$ cat src/rtl/mm_dbus_ctrl.sv
// mm_dbus_ctrl: runs MM-stage loads/stores as held-request/ack bus transactions and formats load data.
module mm_dbus_ctrl #(
  parameter int ADDR_W = 32,
  parameter int TIMEOUT_CYCLES = 255
) (
  input  logic              clk,
  input  logic              rst,
  input  logic [31:0]       mem_address,
  input  logic [31:0]       mem_data_i,
  input  logic              mem_rd,
  input  logic              mem_wr,
  input  logic [3:0]        mem_byte_en,
  input  logic              alignment_err,
  input  logic              exception_flush,
  input  logic [2:0]        mem_access_sz,
  input  logic              flag_unsigned,
  input  logic [31:0]       reg_old,
  output logic              stall_o,
  output logic [31:0]       load_data_o,
  output logic              load_valid_o,
  output logic [ADDR_W-1:0] bus_address,
  output logic [31:0]       bus_data_o,
  output logic [3:0]        bus_byte_en,
  output logic              bus_read,
  output logic              bus_write,
  input  logic [31:0]       bus_data_i,
`ifdef MM_DBUS_TIMEOUT_EN
  output logic              bus_err_o,
`endif
  input  logic              bus_ack
);
  localparam logic [1:0] IDLE = 2'd0, BUSY = 2'd1, DONE = 2'd2;
  localparam logic [2:0] ACCESS_SZ_BYTE = 3'd0, ACCESS_SZ_HALF = 3'd1, ACCESS_SZ_LEFT = 3'd3,
                         ACCESS_SZ_RIGHT = 3'd4;
  logic [1:0]  state_q, state_d, a_q;
  logic [31:0] addr_q, wdata_q, reg_old_q, load_q, b_sh, lmask, rmask, fmt;
  logic [15:0] h_sh;
  logic [3:0]  be_q;
  logic [2:0]  sz_q;
  logic        uns_q, kind_rd_q, discard_q, accept, timeout;
`ifdef MM_DBUS_TIMEOUT_EN
  logic [7:0]  cnt_q;
  logic        err_q;
  assign bus_err_o = err_q;
  assign timeout = (cnt_q == 8'(TIMEOUT_CYCLES - 1)) && !bus_ack;
`else
  assign timeout = 1'b0;
`endif
  assign accept = (mem_rd | mem_wr) & ~alignment_err & ~exception_flush;
  assign stall_o = (state_q == IDLE && accept) || state_q == BUSY;
  assign bus_read = state_q == BUSY && kind_rd_q;
  assign bus_write = state_q == BUSY && !kind_rd_q;
  assign load_valid_o = state_q == DONE && kind_rd_q && !discard_q;
  assign load_data_o = load_q;
  assign bus_address = ADDR_W'(addr_q);
  assign bus_data_o = wdata_q;
  assign bus_byte_en = be_q;
  always_comb begin
    state_d = state_q == IDLE ? (accept ? BUSY : IDLE) :
              state_q == BUSY ? ((bus_ack || timeout) ? DONE : BUSY) : IDLE;
    b_sh = bus_data_i >> {a_q, 3'b000};
    h_sh = 16'(bus_data_i >> {a_q[1], 4'b0000});
    lmask = (a_q == 2'd3) ? 32'h0 : (32'hFFFF_FFFF >> {a_q + 2'd1, 3'b000});
    rmask = ~(32'hFFFF_FFFF >> {a_q, 3'b000});
    fmt = sz_q == ACCESS_SZ_BYTE  ? {{24{b_sh[7] & ~uns_q}}, b_sh[7:0]} :
          sz_q == ACCESS_SZ_HALF  ? {{16{h_sh[15] & ~uns_q}}, h_sh} :
          sz_q == ACCESS_SZ_LEFT  ? ((bus_data_i << {~a_q, 3'b000}) | (reg_old_q & lmask)) :
          sz_q == ACCESS_SZ_RIGHT ? (b_sh | (reg_old_q & rmask)) : bus_data_i;
  end
  always_ff @(posedge clk) begin
    if (rst) begin
      state_q   <= IDLE;
      addr_q    <= '0;
      a_q       <= '0;
      wdata_q   <= '0;
      be_q      <= '0;
      sz_q      <= '0;
      uns_q     <= 1'b0;
      reg_old_q <= '0;
      kind_rd_q <= 1'b0;
      discard_q <= 1'b0;
      load_q    <= '0;
    end else begin
      state_q <= state_d;
      if (state_q == IDLE && accept) begin
        addr_q    <= {mem_address[31:2], 2'b00};
        a_q       <= mem_address[1:0];
        wdata_q   <= mem_data_i;
        be_q      <= mem_byte_en;
        sz_q      <= mem_access_sz;
        uns_q     <= flag_unsigned;
        reg_old_q <= reg_old;
        kind_rd_q <= mem_rd;
        discard_q <= 1'b0;
      end
      if (state_q == BUSY && (exception_flush || timeout))
        discard_q <= 1'b1;
      if (state_q == BUSY && bus_ack && kind_rd_q && !discard_q && !exception_flush)
        load_q <= fmt;
    end
  end
`ifdef MM_DBUS_TIMEOUT_EN
  always_ff @(posedge clk) begin
    if (rst) begin
      cnt_q <= '0;
      err_q <= 1'b0;
    end else begin
      cnt_q <= (state_q == IDLE && accept) ? 8'd0 : (state_q == BUSY && !bus_ack) ? cnt_q + 8'd1 : cnt_q;
      err_q <= state_q == BUSY && timeout;
    end
  end
`endif
endmodule
$ cat config.mk
export PLATFORM = sky130hd
export DESIGN_NAME = mm_dbus_ctrl
export DESIGN_NICKNAME = d
export VERILOG_FILES = /design/src/rtl/mm_dbus_ctrl.sv
export SDC_FILE = /design/constraint.sdc
export NUM_CORES = 1
export LEC_CHECK = 0
export CORE_ASPECT_RATIO = 1.2
export CORE_MARGIN = 3
export CORE_UTILIZATION = 47
export CTS_BUF_LIST = sky130_fd_sc_hd__clkbuf_4
export CTS_CLUSTER_DIAMETER = 100
export DETAILED_ROUTE_END_ITERATION = 10
export PLACE_DENSITY = 0.83
export REMOVE_ABC_BUFFERS = 1
export SLEW_MARGIN = 5
export SYNTH_ARGS = -nofsm -noshare
export SYNTH_HDL_FRONTEND = slang
export SYNTH_SLANG_ARGS = --single-unit
$ cat constraint.sdc
create_clock -name clk -period 2.35 [get_ports clk]
set_clock_uncertainty 0.05 [all_clocks]
set_input_delay 0.3525 -clock clk [delete_from_list [all_inputs] [get_ports clk]]
set_output_delay 0.3525 -clock clk [all_outputs]
set_load 0.03 [all_outputs]
==> impl_metrics.csv <==
group,metric,value,unit
outcome,status,"complete, no violations",
routing,ant_nets,0,
logic_synthesis,yosysUniqueCellTypes,56,
placement,port_buffers,244,
layout,synthToLayoutAreaGrowth,40.0,%
layout,final_cell_mix,"nand2_1, clkdlybuf4s50_1, a21oi_1, dfxtp_1, nor2_1",
routing,avgViaCountPerCell,5.84,
power_and_ir_drop,ir_drop,0.420,mV
critical_path,cp-end-kind,"output pin",
cts,cts_tree,"built",
power_and_ir_drop,p_seq_share,50.0,%
logic_synthesis,synth-edff-count,0,
global_route,grt_use_total,28.4,%
logic_synthesis,synth_ff_type,"dfxtp_1",
cts,cts_buffer_depth,2,
global_route,use_met1,33.0,%
cts,cts_root_buffer,"clkbuf_4",
critical_path,crit_path_start_kind,"flip-flop",
global_route,grt_util_met3,10.8,%
power_and_ir_drop,p_int,3.43,mW
placement,gp_congestion,0.884,
layout,fillers,1228,
routing,drc,0,
power_and_ir_drop,p_total,5.03,mW
run,maxCapViolations,0,
global_route,grt_max_degree,66,
critical_path,cp_max_fo,4,
global_route,grt_pass1_wl,38.6,mm
logic_synthesis,syn_area,7240,um^2
floorplanning,rows,49,
layout,final_common_cell,"nand2_1",
cts,clk_pin_slew,0.13,ns
power_and_ir_drop,combPwrFrac,22.6,%
floorplanning,fp.dieW,119,um
sta,worst_slew_pin_slew,0.694,ns
power_and_ir_drop,power_switching,1.60,mW
critical_path,worstPathArrival,1.80,ns
power_and_ir_drop,p_clk_share,27.4,%
critical_path,path_cells,"nor2b_1, and2_1, dlygate4sd2_1",
logic_synthesis,synth_cells,925,
sta,rsz0062_at_grt,"false",
floorplanning,dieArea,16900,um^2
cts,numCtsBuffers,17,
power_and_ir_drop,power_density,496,nW/um^2
sta,max_slew_margin,53.7,%
critical_path,worstPathRequired,1.95,ns
routing,wirelength,24.7,mm
floorplanning,start_util,48.2,%
power_and_ir_drop,switching_share,31.8,%
logic_synthesis,synth_area_per_cell,7.83,um^2
sta,min_period_over_period,93.9,%
logic_synthesis,yosysWarnings,0,
sta,fmax,453,MHz
floorplanning,core,15000,um^2
routing,first_iter_violations,827,
critical_path,crit_type,"reg -> out",
sta,maxSlewViolCount,0,
global_route,antenna_found_initial,2,
floorplanning,die_h,142,um
floorplanning,io_pins,247,
critical_path,path_buf_inv,1,
routing,vias,7969,
critical_path,slowest_delay,0.41,ns
critical_path,cp_top_family,"simple AND/OR/NAND/NOR gates",
sta,min_period,2.21,ns
power_and_ir_drop,leakagePower,3.60,nW
global_route,first_global_vias,7495,
global_route,grt-busiest-layer,"met2",
placement,dp_hpwl,17.4,mm
logic_synthesis,seq_area_frac_synth,38.7,%
logic_synthesis,synthArstFlopShare,0,%
sta,setup-violations-final,0,
cts,cts.sinks,140,
critical_path,crit_path_top_delay_cell,"dfxtp_1",
global_route,overflow,0,
cts,clock_latency,0.59,ns
layout,final_nets,1290,
global_route,grtUsageMet2,46.9,%
routing,avgRoutedWirePerCell,18.1,um
routing,drtPass1Iterations,6,
layout,drive_above_1_share,9.92,%
cts,h-tree-depth,4,
min_path,holdCritPathClass,"in -> reg",
sta,fin_setup_tns,0,ns
logic_synthesis,ys_seq_elements,140,
sta,hold_violations,0,
## flip-flops by register name (all words and copies together) (netlist names)
register / count
bus_data_o: 32
reg_old_q: 32
a_q: 2
uns_q: 1
sz_q: 3
load_data_o: 32
kind_rd_q: 1
state_q: 2
bus_byte_en: 4
bus_address: 30
discard_q: 1
## cells in the mapped netlist, types with 5 or more instances
library cell	number	area, um^2
buf_2	32	160
a31oi_1	13	81.3
o21ai_1	10	50.1
mux2_2	12	135
o221ai_1	15	131
dfxtp_1	140	2800
nor2_1	44	165
buf_4	11	82.6
o21bai_1	8	60.1
o32ai_1	5	43.8
mux4_2	10	225
a22oi_1	5	37.5
o21ai_0	32	160
nand2_1	241	905
o211ai_1	5	37.5
a211oi_1	6	45.0
a221oi_1	5	43.8
nand2b_1	10	62.6
nor2b_1	12	75.1
nand3_1	7	35.0
clkbuf_1	32	120
a21oi_1	149	746
inv_1	11	41.3
mux2i_1	34	340
o221a_2	8	90.1
o22ai_1	7	43.8
o22a_1	5	43.8
a211o_1	7	61.3
## worst paths after layout
path                                startpoint                      endpoint  slack [ns]  cells after the start
setup reg to reg          sz_q[1]$_SDFFE_PP0P_   load_data_o[7]$_SDFFE_PP0P_        0.16                      6
hold reg to reg   bus_address[11]$_SDFFE_PP0P_  bus_address[11]$_SDFFE_PP0P_        0.41                      2
hold / removal                             rst  load_data_o[26]$_SDFFE_PP0P_        0.07                      4
setup / recovery         state_q[0]$_SDFF_PP0_                      bus_read        0.14                      3
## area by class of cell
| type | count | area, um^2 | share of cell area, % |
|---|---|---|---|
| well taps | 204 | 255 | 2.52 |
| clock inverters | 13 | 93.8 | 0.926 |
| clock buffers | 18 | 135 | 1.33 |
| flip-flops and latches | 140 | 2810 | 27.7 |
| inverters | 12 | 45.0 | 0.444 |
| diodes | 2 | 5.00 | 0.0494 |
| repair buffers | 282 | 2780 | 27.4 |
| multi-input cells | 694 | 4020 | 39.6 |
## layer usage
metal	vias to the layer above	share of wire, %
met5	-	0
met4	0	4.4
met3	93	12
met2	489	47
met1	3670	37
li1	3717	-
## worst reg2reg max path, stage by stage (launching register included)
cell       delay, ns
dfxtp_1         0.71
inv_1           0.43
buf_4           0.29
a211o_1         0.25
a21oi_1         0.17
a2111oi_0       0.10
nor3_1          0.14
## stage by stage
stage          hold WS, ns  std cells  setup slack, ns  utilization, %  cell area [um^2]
2_1_floorplan        0.372        846            -2.80               -              6850
3_3_place_gp         0.390       1332            0.152            66.0              9910
3_5_place_dp         0.396       1332            0.130            66.0              9910
4_1_cts             0.0432       1363            0.137            67.5             10100
5_1_grt             0.0403       1364           0.0675            67.5             10100
6_report            0.0673       1365            0.143            67.5             10100
## power groups by stage
stage                     Sequential [mW]  Combinational (mW)  Clock (mW)
after floorplan                      2.69               0.413           0
after global routing                 2.53                1.22        1.50
after CTS                            2.51                1.13        1.40
after global placement               2.56                1.11           0
after detailed placement             2.57                1.12           0
final                                2.51                1.14        1.38
## cell families (layout without fill, tap and decap cells)
family                 after synthesis  count (layout)  share of synthesized area [%]
AO/OA/AOI/OAI                      298             298                           25.6
AND/OR/NAND/NOR                    338             338                           19.9
multiplexers                        56              56                           9.68
buffers and inverters               92             325                           6.10
other                                1               4                         0.0518
flip-flops                         140             140                           38.7
## timing repair
action,4_1_cts,5_1_grt
hold endpoints to repair,0,0
endpoints found under the setup margin,3,0
hold buffers,0,0
buffers inserted,0,0
gates resized for setup,3,0
No activity file was read; power rests on OpenSTA's default activity.
